<file path="config.mk">
export PLATFORM = sky130hd
export DESIGN_NAME = fetch_unit
export DESIGN_NICKNAME = d
export VERILOG_FILES = /design/src/rtl/fetch_unit.sv
export SDC_FILE = /design/constraint.sdc
export NUM_CORES = 1
export LEC_CHECK = 0
export ABC_AREA = 1
export ABC_CLOCK_PERIOD_IN_PS = 4700
export CORE_UTILIZATION = 55
export DETAILED_ROUTE_END_ITERATION = 12
export GPL_ROUTABILITY_DRIVEN = 0
export PLACE_DENSITY_LB_ADDON = 0.15
export SYNTH_ARGS = -nofsm -noshare
export SYNTH_HDL_FRONTEND = slang
export SYNTH_SLANG_ARGS = --single-unit
</file>
<file path="constraint.sdc">
create_clock -name clk -period 4.7 [get_ports clk]
set_input_delay 0.705 -clock clk [delete_from_list [all_inputs] [get_ports clk]]
set_output_delay 0.705 -clock clk [all_outputs]
set_load 0.05 [all_outputs]
</file>
<file path="src/rtl/fetch_unit.sv">
// Instruction fetch unit: single-outstanding-request fetch FSM feeding decode.
// Optional misaligned-target check enabled by defining FETCH_ALIGN_CHECK_EN.
module fetch_unit #(
    parameter logic [31:0] RESET_PC = 32'h0000_0000
) (
    input  logic        clk,
    input  logic        rst_n,
    input  logic        PCsrc,
    input  logic [31:0] ImmOp,
    output logic        imem_req,
    output logic [31:0] imem_addr,
    input  logic        imem_gnt,
    input  logic        imem_rvalid,
    input  logic [31:0] imem_rdata,
    output logic [31:0] Instr,
    output logic [31:0] PC,
    output logic        instr_valid,
    input  logic        instr_ready,
    output logic        fetch_fault
);

    localparam logic [31:0] NOP   = 32'h0000_0013;

    localparam logic [2:0]  IDLE  = 3'd0;
    localparam logic [2:0]  REQ   = 3'd1;
    localparam logic [2:0]  WAIT  = 3'd2;
    localparam logic [2:0]  HOLD  = 3'd3;
    localparam logic [2:0]  FAULT = 3'd4;

    logic [2:0]  state_q, state_d;
    logic [31:0] addr_q,  addr_d;
    logic [31:0] instr_q, instr_d;
    logic [31:0] pc_q,    pc_d;
    logic [31:0] next_pc;
    logic        misaligned;

    // Wraps modulo 2^32 by construction of the 32-bit adders.
    assign next_pc = PCsrc ? (pc_q + ImmOp) : (pc_q + 32'd4);

`ifdef FETCH_ALIGN_CHECK_EN
    assign misaligned  = |next_pc[1:0];
    assign fetch_fault = (state_q == FAULT);
`else
    assign misaligned  = 1'b0;
    assign fetch_fault = 1'b0;
`endif

    always_comb begin
        state_d = state_q;
        addr_d  = addr_q;
        instr_d = instr_q;
        pc_d    = pc_q;
        case (state_q)
            IDLE: begin
                addr_d  = RESET_PC;
                state_d = REQ;
            end
            REQ: begin
                if (imem_gnt) state_d = WAIT;
            end
            WAIT: begin
                if (imem_rvalid) begin
                    instr_d = imem_rdata;
                    pc_d    = addr_q;
                    state_d = HOLD;
                end
            end
            HOLD: begin
                // Branch inputs only matter on the cycle decode accepts the instruction.
                if (instr_ready) begin
                    if (misaligned) begin
                        state_d = FAULT;
                    end else begin
                        addr_d  = next_pc;
                        state_d = REQ;
                    end
                end
            end
            FAULT: state_d = FAULT;
            default: state_d = IDLE;
        endcase
    end

    always_ff @(posedge clk or negedge rst_n) begin
        if (!rst_n) begin
            state_q <= IDLE;
            addr_q  <= RESET_PC;
            instr_q <= NOP;
            pc_q    <= RESET_PC;
        end else begin
            state_q <= state_d;
            addr_q  <= addr_d;
            instr_q <= instr_d;
            pc_q    <= pc_d;
        end
    end

    assign imem_req    = (state_q == REQ);
    assign imem_addr   = addr_q;
    assign Instr       = instr_q;
    assign PC          = pc_q;
    assign instr_valid = (state_q == HOLD);

endmodule

</file>
Word level (Yosys, flattened, before mapping)

Index checks and enable logic that the tools add are counted.

Mux-type cells: 7
Add/sub/neg operators: 2
Reductions and logical operators: 5
Equality and inequality tests: 7

Operator list:

| cell                                                   | count |
|---|---|
| two-way mux 32 bit                                     | 2 |
| one-hot mux 32 bit (2 select lines)                    | 1 |
| adder 32 x 3 -> 32 bit (second input constant)         | 1 |
| adder 32 bit                                           | 1 |
| one-hot mux 3 bit (5 select lines)                     | 1 |
| two-way mux 3 bit                                      | 3 |
| == test 3 x 2 -> 1 bit (second input constant)         | 2 |
| inequality test 2 x 1 -> 1 bit (second input constant) | 2 |
| AND reduction 2 bit                                    | 2 |
| == test 3 x 1 -> 1 bit (second input constant)         | 1 |
| == test 3 bit (second input constant)                  | 1 |
| zero test 3 bit                                        | 1 |
| AND reduction 3 bit                                    | 1 |
| inequality test 2 bit (second input constant)          | 1 |
| nonzero test 2 bit                                     | 1 |

Output and inout port bits: 99
Logic and storage cells: 25
Register bits after elaboration: 99

Longest topological paths before layout

Depth in word-level cells: 4
Depth in mapped cells: 14
Gate-level depth less buffers: 13

Worst setup path after synthesis

Ideal clock, no wire load.

Kind: in2reg
Start: in ImmOp[0]
End: reg addr_q[24] (netlist: imem_addr[24])
Path slack: 2.454 ns
Data arrival time: 2.128 ns
Stages: 12
Path through: ha_1 fa_1 nand3_1 nand3_1 nand2_1 nand3_1 nand2_1 nand3_1 nand2_1 nand3_1 nand2_1 nand2_1

Cells in the longest elaborated chain, start to end: 4

Ends and longest elaborated chain:

| what                                | line | source |
|---|---|---|
| start, declared                     | 9    | `input logic [31:0] ImmOp,` |
| adder 32 bit                        | 38   | `assign next_pc = PCsrc ? (pc_q + ImmOp) : (pc_q + 32'd4);` |
| two-way mux 32 bit                  | 38   |  |
| two-way mux 32 bit                  | 70   | `if (instr_ready) begin` |
| one-hot mux 32 bit (2 select lines) | 53   | `case (state_q)` |
| end signal, assigned                | 92   | `addr_q <= addr_d;` |
| end, declared                       | 31   | `logic [31:0] addr_q, addr_d;` |

No other way between the ends. The select of a mux whose other input is x is not followed.
A chain may end at the register's enable or synchronous reset.

Worst setup path after layout

Start: reg state_q[2]
End: out instr_valid

Cells in the longest elaborated chain, start to end: 1

Ends and longest elaborated chain:

| what                   | line | source |
|---|---|---|
| start, declared        | 30   | `logic [2:0] state_q, state_d;` |
| start signal, assigned | 91   | `state_q <= state_d;` |
| == test 3 x 2 -> 1 bit | 102  | `assign instr_valid = (state_q == HOLD);` |
| end, declared          | 17   | `output logic instr_valid,` |

No other way between the ends.

==> impl_metrics.toml <==
[routing]
wl_per_cell_um = 15.4
vias = 7684
drtIter0Drc = 724
drc = 0
ant_nets = 0
via_per_inst = 5.35
routed_wl_um = 22200
dr.pass1.iters = 6

[critical_path]
crit_required_ns = 3.99
crit_fanout = 8
critPathLaunchType = "register"
crit_arrival_ns = 2.01
end_kind = "output pin"
rrSetupSlack_ns = 2.34
rr_worst_depth = 8
worstReg2RegEnd = "imem_addr[2]"
r2r-start = "state_q[2]"
worstSetupPathType = "register to output pin"

[floorplanning]
die_w_um = 117
initial_core_util_pct = 57.1
rows = 41
io_pins = 169
die-area_um2 = 13700
die_h_um = 117
core_um2 = 12700

[timing]
worst_slew_pin_slew_ns = 1.09
max_clock_freq_mhz = 368
worst_slack_ns = 1.98
finalSetupViolations = 0
slew_viol_final = 0
period_needed_ns = 2.72
fin_skew_ns = 0.00661
period_share_pct = 57.8
maxSlewHeadroom_pct = 27.5
hold_ws_ns = 0.497
setup_tns_ns = 0
hold_violations = 0
rsz0062_at_grt = "no"

[finish]
n_fill_cell = 1086
antenna_cells = 0
layout.nets = 1362
drive_gt1_share_pct = 6.33
layout_common_cells = "nand2_1, inv_1, clkdlybuf4s50_1"
layout_commonest_cell = "nand2_1"
fin_cells = 1436
area_growth_pct = 29.4
final_util_pct = 73.9

[cts]
cts_tree = "done"
cts.sinks = 99
cts_resized = 0
clockBufferDepth = 2
cts_hold_buf = 0
htreeDepth = 3
root_buffer = "clkbuf_16"
path_clk_slew_ns = 0.07
cts-buffers-inserted = 9
clk_latency_ns = 0.35
cts_setup_buffers = 0

[synthesis]
yosys_register_bits = 99
syn_area_um2 = 7260
syn_nets = 1205
syn_area_per_cell_um2 = 6.59
yosysUniqueCellTypes = 37
synth_cells = 1102
yosysWarnings = 0
ys_seq_area_share_pct = 34.2

[placement]
placedCellCount = 1420
dpl_worst_slack_ns = 1.76
portBuffers = 167
dp_hpwl_um = 16900

[global_route]
grt_use_total_pct = 33.9
antenna_found_initial = 1
grt_max_degree = 96
gr-total-overflow = 0
grt_pass1_wl_um = 34800
grt_pass1_vias = 7270

[power]
p_per_area_nw_per_um2 = 764
leakage_nw = 4.83
ir_drop_mv = 0.511

[hold_path]
min_path_type = "input port to async pin"

[flow_run]
cap_violations = 0

[outcome]
status = "complete, no violations"
## layer usage
| layer | vias up | GRT usage [%] | share of wire (%) |
|---|---|---|---|
| met5 | - | 0 | 0.063 |
| met4 | 2 | 15.1 | 3.1 |
| met3 | 50 | 7.31 | 10 |
| met2 | 418 | 53.6 | 44 |
| met1 | 3443 | 45.0 | 42 |
| li1 | 3771 | - | - |
## kinds of logic after synthesis
group | synth area share, %
fa+ha+maj | 5.79
buf+inv | 10.7
mux | 5.12
other cells | 0.0516
xor+xnor | 1.21
compound gates | 9.32
flops | 34.2
simple gates | 33.6
## report_power, final
part / internal, mW / switching, mW / total [mW]
combinational: 1.53 / 3.13 / 4.66
sequential: 1.25 / 0.459 / 1.71
clock: 0.471 / 0.337 / 0.809
total: 3.25 / 3.93 / 7.18
## cell usage after synthesis
cell	instances	area share, %
o32ai_1	3	0.36
nand3_2	1	0.14
ha_1	32	5.5
nand3b_1	1	0.10
clkbuf_1	12	0.62
nor3_4	1	0.22
xnor2_1	1	0.12
a41o_1	1	0.14
mux2_2	33	5.1
clkbuf_2	1	0.069
nand2_1	372	19
xor2_1	9	1.1
buf_4	1	0.10
inv_2	8	0.41
a21o_1	1	0.10
a21oi_1	66	4.5
conb_1	1	0.052
nor3_2	5	0.69
nand4_1	7	0.60
buf_2	10	0.69
nand3_1	77	5.3
a21boi_0	3	0.31
dfrtp_1	96	33
or2_1	1	0.086
nor2_1	109	5.6
and2_1	1	0.086
nand2_2	2	0.17
inv_1	171	8.8
o21ai_0	45	3.1
o21bai_1	2	0.21
dfstp_2	3	1.1
o21ai_1	5	0.34
a31oi_1	1	0.086
nor2_2	6	0.52
nor3_1	12	0.83
fa_1	1	0.28
o2111ai_1	1	0.12
## through the flow
stage,total power [mW],area [um^2]
3_5_place_dp,6.30,9070
2_1_floorplan,4.78,7260
5_1_grt,7.63,9400
6_report,7.18,9400
3_3_place_gp,6.21,9070
4_1_cts,7.14,9400
## critical path: stages (launching register included)
cell,delay (ns)
dfrtp_1,0.36
inv_1,0.21
nand2_1,0.17
inv_1,0.12
clkdlybuf4s50_1,0.81
## layout make-up
class	instances	area, um^2	area share (%)
Timing Repair Buffer	170	1690	18.0
Clock buffer	9	225	2.40
Multi-Input combinational cell	800	4010	42.7
Inverter	179	672	7.15
Clock inverter	7	98.8	1.05
Sequential cell	99	2480	26.4
Tap cell	172	215	2.29
## sequential cells by signal, summed over array words and instances (netlist names)
register,flops
imem_addr,32
Instr,32
PC,32
state_q,3
## worst max-delay path by stage
stage	from	to	slack, ns	cells past startpoint
3_5_place_dp	ImmOp[0]	imem_addr[12]	1.76	12
5_1_grt	state_q[2]	instr_valid	1.92	4
3_3_place_gp	ImmOp[17]	imem_addr[27]	1.83	11
4_1_cts	state_q[2]	instr_valid	1.97	4
6_report	state_q[2]	instr_valid	1.98	4
2_1_floorplan	ImmOp[0]	imem_addr[24]	2.45	12
(Power assumes the default switching activity.)
==> patch 1: new RTL, config.mk and constraints unchanged <==
Build with the macro `FETCH_ALIGN_CHECK_EN` defined.
--- a/src/rtl/fetch_unit.sv
+++ b/src/rtl/fetch_unit.sv
@@ -1,5 +1,7 @@
 // Instruction fetch unit: single-outstanding-request fetch FSM feeding decode.
 // Optional misaligned-target check enabled by defining FETCH_ALIGN_CHECK_EN.
+`define FETCH_ALIGN_CHECK_EN
+
 module fetch_unit #(
     parameter logic [31:0] RESET_PC = 32'h0000_0000
 ) (
Formal check against the unedited RTL: not equivalent (Yosys sat finds a counterexample within 10 cycles, from zero or initial values and one cycle with rst_n low).
==> patch 1 against the original RTL <==
Sequential cell count is the same; die area rose by 0.61%; power shrank 2.0%; fmax shrank 9.5%; first-iteration DRC count increased by 15%; routed wire length grew 2.1%; largest power group unchanged; worst setup slack worse by 290 ps; synthesized area up 0.62%; cell area up 0.37%.
==> patch 1: results (changes against the original RTL) <==
[status]
status = finished, final reports clean

[placed_design]
dp_cells = 1418  ; -0.14%
dp_slack_ps = 1390  ; -365 ps
io_buffer_count = 168  ; +0.60%
postPlaceCellArea_um2 = 9120  ; +0.48%
dpl.hpwl_mm = 17.2  ; +1.7%

[route]
vias = 7790  ; +1.4%
drtIter0Drc = 832  ; +15%
postRouteWirelength_mm = 22.6  ; +2.1%
avgRoutedWirePerCell_um = 15.8  ; +2.3%

[global_route]
grt_pass1_wl_mm = 35.2  ; +1.2%
grt_max_degree = 95  ; -1.0%
first_global_vias = 7207  ; -0.87%
antenna_found_initial = 0  ; -1
grt_usage_pct = 33.8  ; -0.091 points

[setup_path]
r2r_slack_ps = 2050  ; -290 ps
startpoint = ImmOp[0]
critPathCapture = imem_addr[4]
worst_ep_arrival_time_ps = 3210  ; +1200 ps
reg2reg_depth = 7  ; -1
worstPathMaxFanout = 25  ; +17
r2r_start = PC[0]

[clock_tree]
post_cts_buffers = 0  ; unchanged
clkSlewWorstSetupHoldPaths_ps = 70  ; about the same
cts_num_sinks = 99  ; unchanged
cts_buffers = 9  ; unchanged
ctsResizeCount = 0  ; unchanged

[finish]
areaGrowthSynthToFinish_pct = 29.1
nClkBuffers = 13  ; +4
post_route_cells_drive_above_1_share_pct = 7.21  ; +0.88 points
multi_input_area_share_pct = 42.9  ; +0.19 points
clock_cell_area_share_pct = 3.34  ; -0.11 points
buf_share_pct = 18.0  ; -0.040 points
antenna_cells = 0  ; unchanged
nMultiInputCombCells = 796  ; -0.50%
inverters = 181  ; +1.1%
nFillCells = 1028  ; -5.3%
seq_area_share_pct = 26.3  ; -0.098 points

[synthesis]
avgSynthCellArea_um2 = 6.67  ; +1.2%
muxShareOfSynthArea_pct = 5.24  ; +0.12 points
netlist_area_um2 = 7310  ; +0.62%
synth.distinct_cells = 38  ; +2.7%
synthArstFlopShare_pct = 100  ; unchanged
synth_nets = 1199  ; -0.50%
synth-xor-area-share_pct = 1.08  ; -0.13 points
yosysSeqAreaShare_pct = 34.0  ; -0.21 points
synth-compound-area-share_pct = 8.92  ; -0.40 points
yosys-top-cells-area = dfrtp_1, nand2_1, inv_1
netlist_top_cells_count = nand2_1, inv_1, dfrtp_1
synthAdderAreaFrac_pct = 5.75  ; -0.036 points

[power_and_ir_drop]
p_leak_nw = 4.84  ; +0.39%
ir_worst_vdd_mv = 0.529  ; +3.7%

[timing]
worstMarginPinSlew_ps = 1090  ; +6.59 ps
holdWs_ps = 440  ; -56.3 ps
worst_slack_ps = 1690  ; -287 ps
finClkSkew_ps = 5.64  ; -0.967 ps

[patch 1: cell count changes after synthesis, moves of 3 or more]
cell / change
a21boi_0: -3
a21oi_1: +4
clkbuf_1: -5
nand3_1: +3
nor2_1: -15
nor2_2: +4
o211ai_1: +3
o21ai_0: -8
[patch 1: worst max-delay path: stages]
cell and delay [ps]:
clkdlybuf4s50_1 460, ha_1 240, fa_1 450, o21a_1 230, nand2_1 80, nand3_2 460, inv_1 440, o32ai_1 150
[patch 1: routing by layer]
metal	GRT usage (%)	wire length, µm	vias to the layer above	part of all wire (%)
li1	-	-	3778	-
met1	45.2	9420	3538	42
met2	54.5	10100	414	45
met3	7.42	2510	60	11
met4	11.6	586	0	2.6
met5	0	0	-	0
[patch 1: report_power, final]
| part | internal [mW] | switching [mW] |
|---|---|---|
| clock network | 0.457 | 0.320 |
| registers | 1.23 | 0.479 |
| logic | 1.48 | 3.06 |
==> patch 2: new RTL, config.mk and constraints unchanged <==
Made on the original files. Make the reset (`rst_n`) synchronous in one clocked block.
--- a/src/rtl/fetch_unit.sv
+++ b/src/rtl/fetch_unit.sv
@@ -81,7 +81,7 @@
         endcase
     end
 
-    always_ff @(posedge clk or negedge rst_n) begin
+    always_ff @(posedge clk) begin
         if (!rst_n) begin
             state_q <= IDLE;
             addr_q  <= RESET_PC;
Formal check against the unedited RTL: differs if rst_n is asserted again (counterexample within 4 cycles, from zero or initial values and one cycle with rst_n low); with rst_n held inactive, the same outputs for 10 cycles.
==> patch 2 against the original RTL <==
Critical path depth increased by 3; synthesized area is 4.6% lower; sequential share of layout area decreased by 4.3 points; sequential cell count is the same; clock skew hardly changed; worst setup slack got worse by 110 ps; register-to-register slack got worse by 190 ps; final cell count grew 5.2%; cell area shrank 4.7%; routed wire length barely moved; fmax shrank 3.9%; synthesized cell count is 8.2% higher; highest routed layer is now met4.
Power is not compared: it rests on default switching activity, and its combinational part moved more than twofold at a synthesized area within 25%.
==> patch 2: results (changes against the original RTL) <==
[synthesis]
synth_nets = 1295  ; +7.5%
netlist_area_um2 = 6930  ; -4.6%
synth-compound-area-share_pct = 15.2  ; +5.8 points
synthArstFlopShare_pct = 0  ; -100 points
synth_flop_cell = dfxtp_1

[finish]
multiInputGateArea_um2 = 4160  ; +3.6%
clock_cell_area_share_pct = 2.92  ; -0.53 points
fin_nets = 1441  ; +5.8%
nClkBuffers = 10  ; +1
post_route_cells_drive_above_1_share_pct = 2.98  ; -3.4 points
nFillCells = 1094  ; +0.74%
inverters = 172  ; -3.9%
areaGrowthSynthToFinish_pct = 29.2
register_area_um2 = 1980  ; -20%
non_clock_buffer_count = 171  ; +0.59%

[setup_path]
cp_slowest_stage_delay_ps = 720  ; -90 ps
slowest_stage = a21oi_2

[route]
drtIter0Drc = 898  ; +24%
dr_wl_met3_mm = 2.66  ; +19%
dr.pass1.iters = 9  ; +3
wl_met1_mm = 9.20  ; -1.8%

[global_route]
grt_usage_pct = 34.2  ; +0.29 points
grt_use_met1_pct = 44.1  ; -0.92 points
grt_util_met2_pct = 55.1  ; +1.4 points
antenna_found_initial = 0  ; -1

[status]
status = finished, final reports clean

[timing]
slew-limit-headroom_pct = 29.6  ; +2.1 points

[placed_design]
dpl.hpwl_mm = 16.6  ; -1.7%
postPlaceCellArea_um2 = 8690  ; -4.2%

patch 2: cell count changes in the layout (fill, tap and decap cells not counted), sizes merged, moves of 4 or more:
| cell | delta |
|---|---|
| a21oi | +40 |
| clkinv | +4 |
| dfrtp | -96 |
| dfxtp | +99 |
| inv | -11 |
| mux2 | -33 |
| nand2 | -6 |
| nand3 | +4 |
| nand4 | +4 |
| nor2 | +46 |
| o21ai | +36 |
| xor2 | -4 |
patch 2: path summary, 6_finish.rpt:
kind,start,to,slack (ps),depth (start not counted)
max,instr_ready,imem_addr[11],1870,7
min,Instr[18],Instr[18],480,2
max reg2reg,state_q[2],imem_addr[11],2150,7
min reg2reg,Instr[18],Instr[18],480,2
patch 2: worst min-delay path, stage by stage (launching register included):
cell	delay, ps
dfxtp_1	320
nor2_1	50
nor2_1	80
patch 2: metrics by stage:
stage,cells,worst slack (ps),power [mW]
floorplan,1192,2450,1.78
global placement,1495,1660,2.14
detailed placement,1495,1590,2.16
CTS,1511,1950,2.83
global route,1511,1790,2.98
finish,1511,1870,2.84
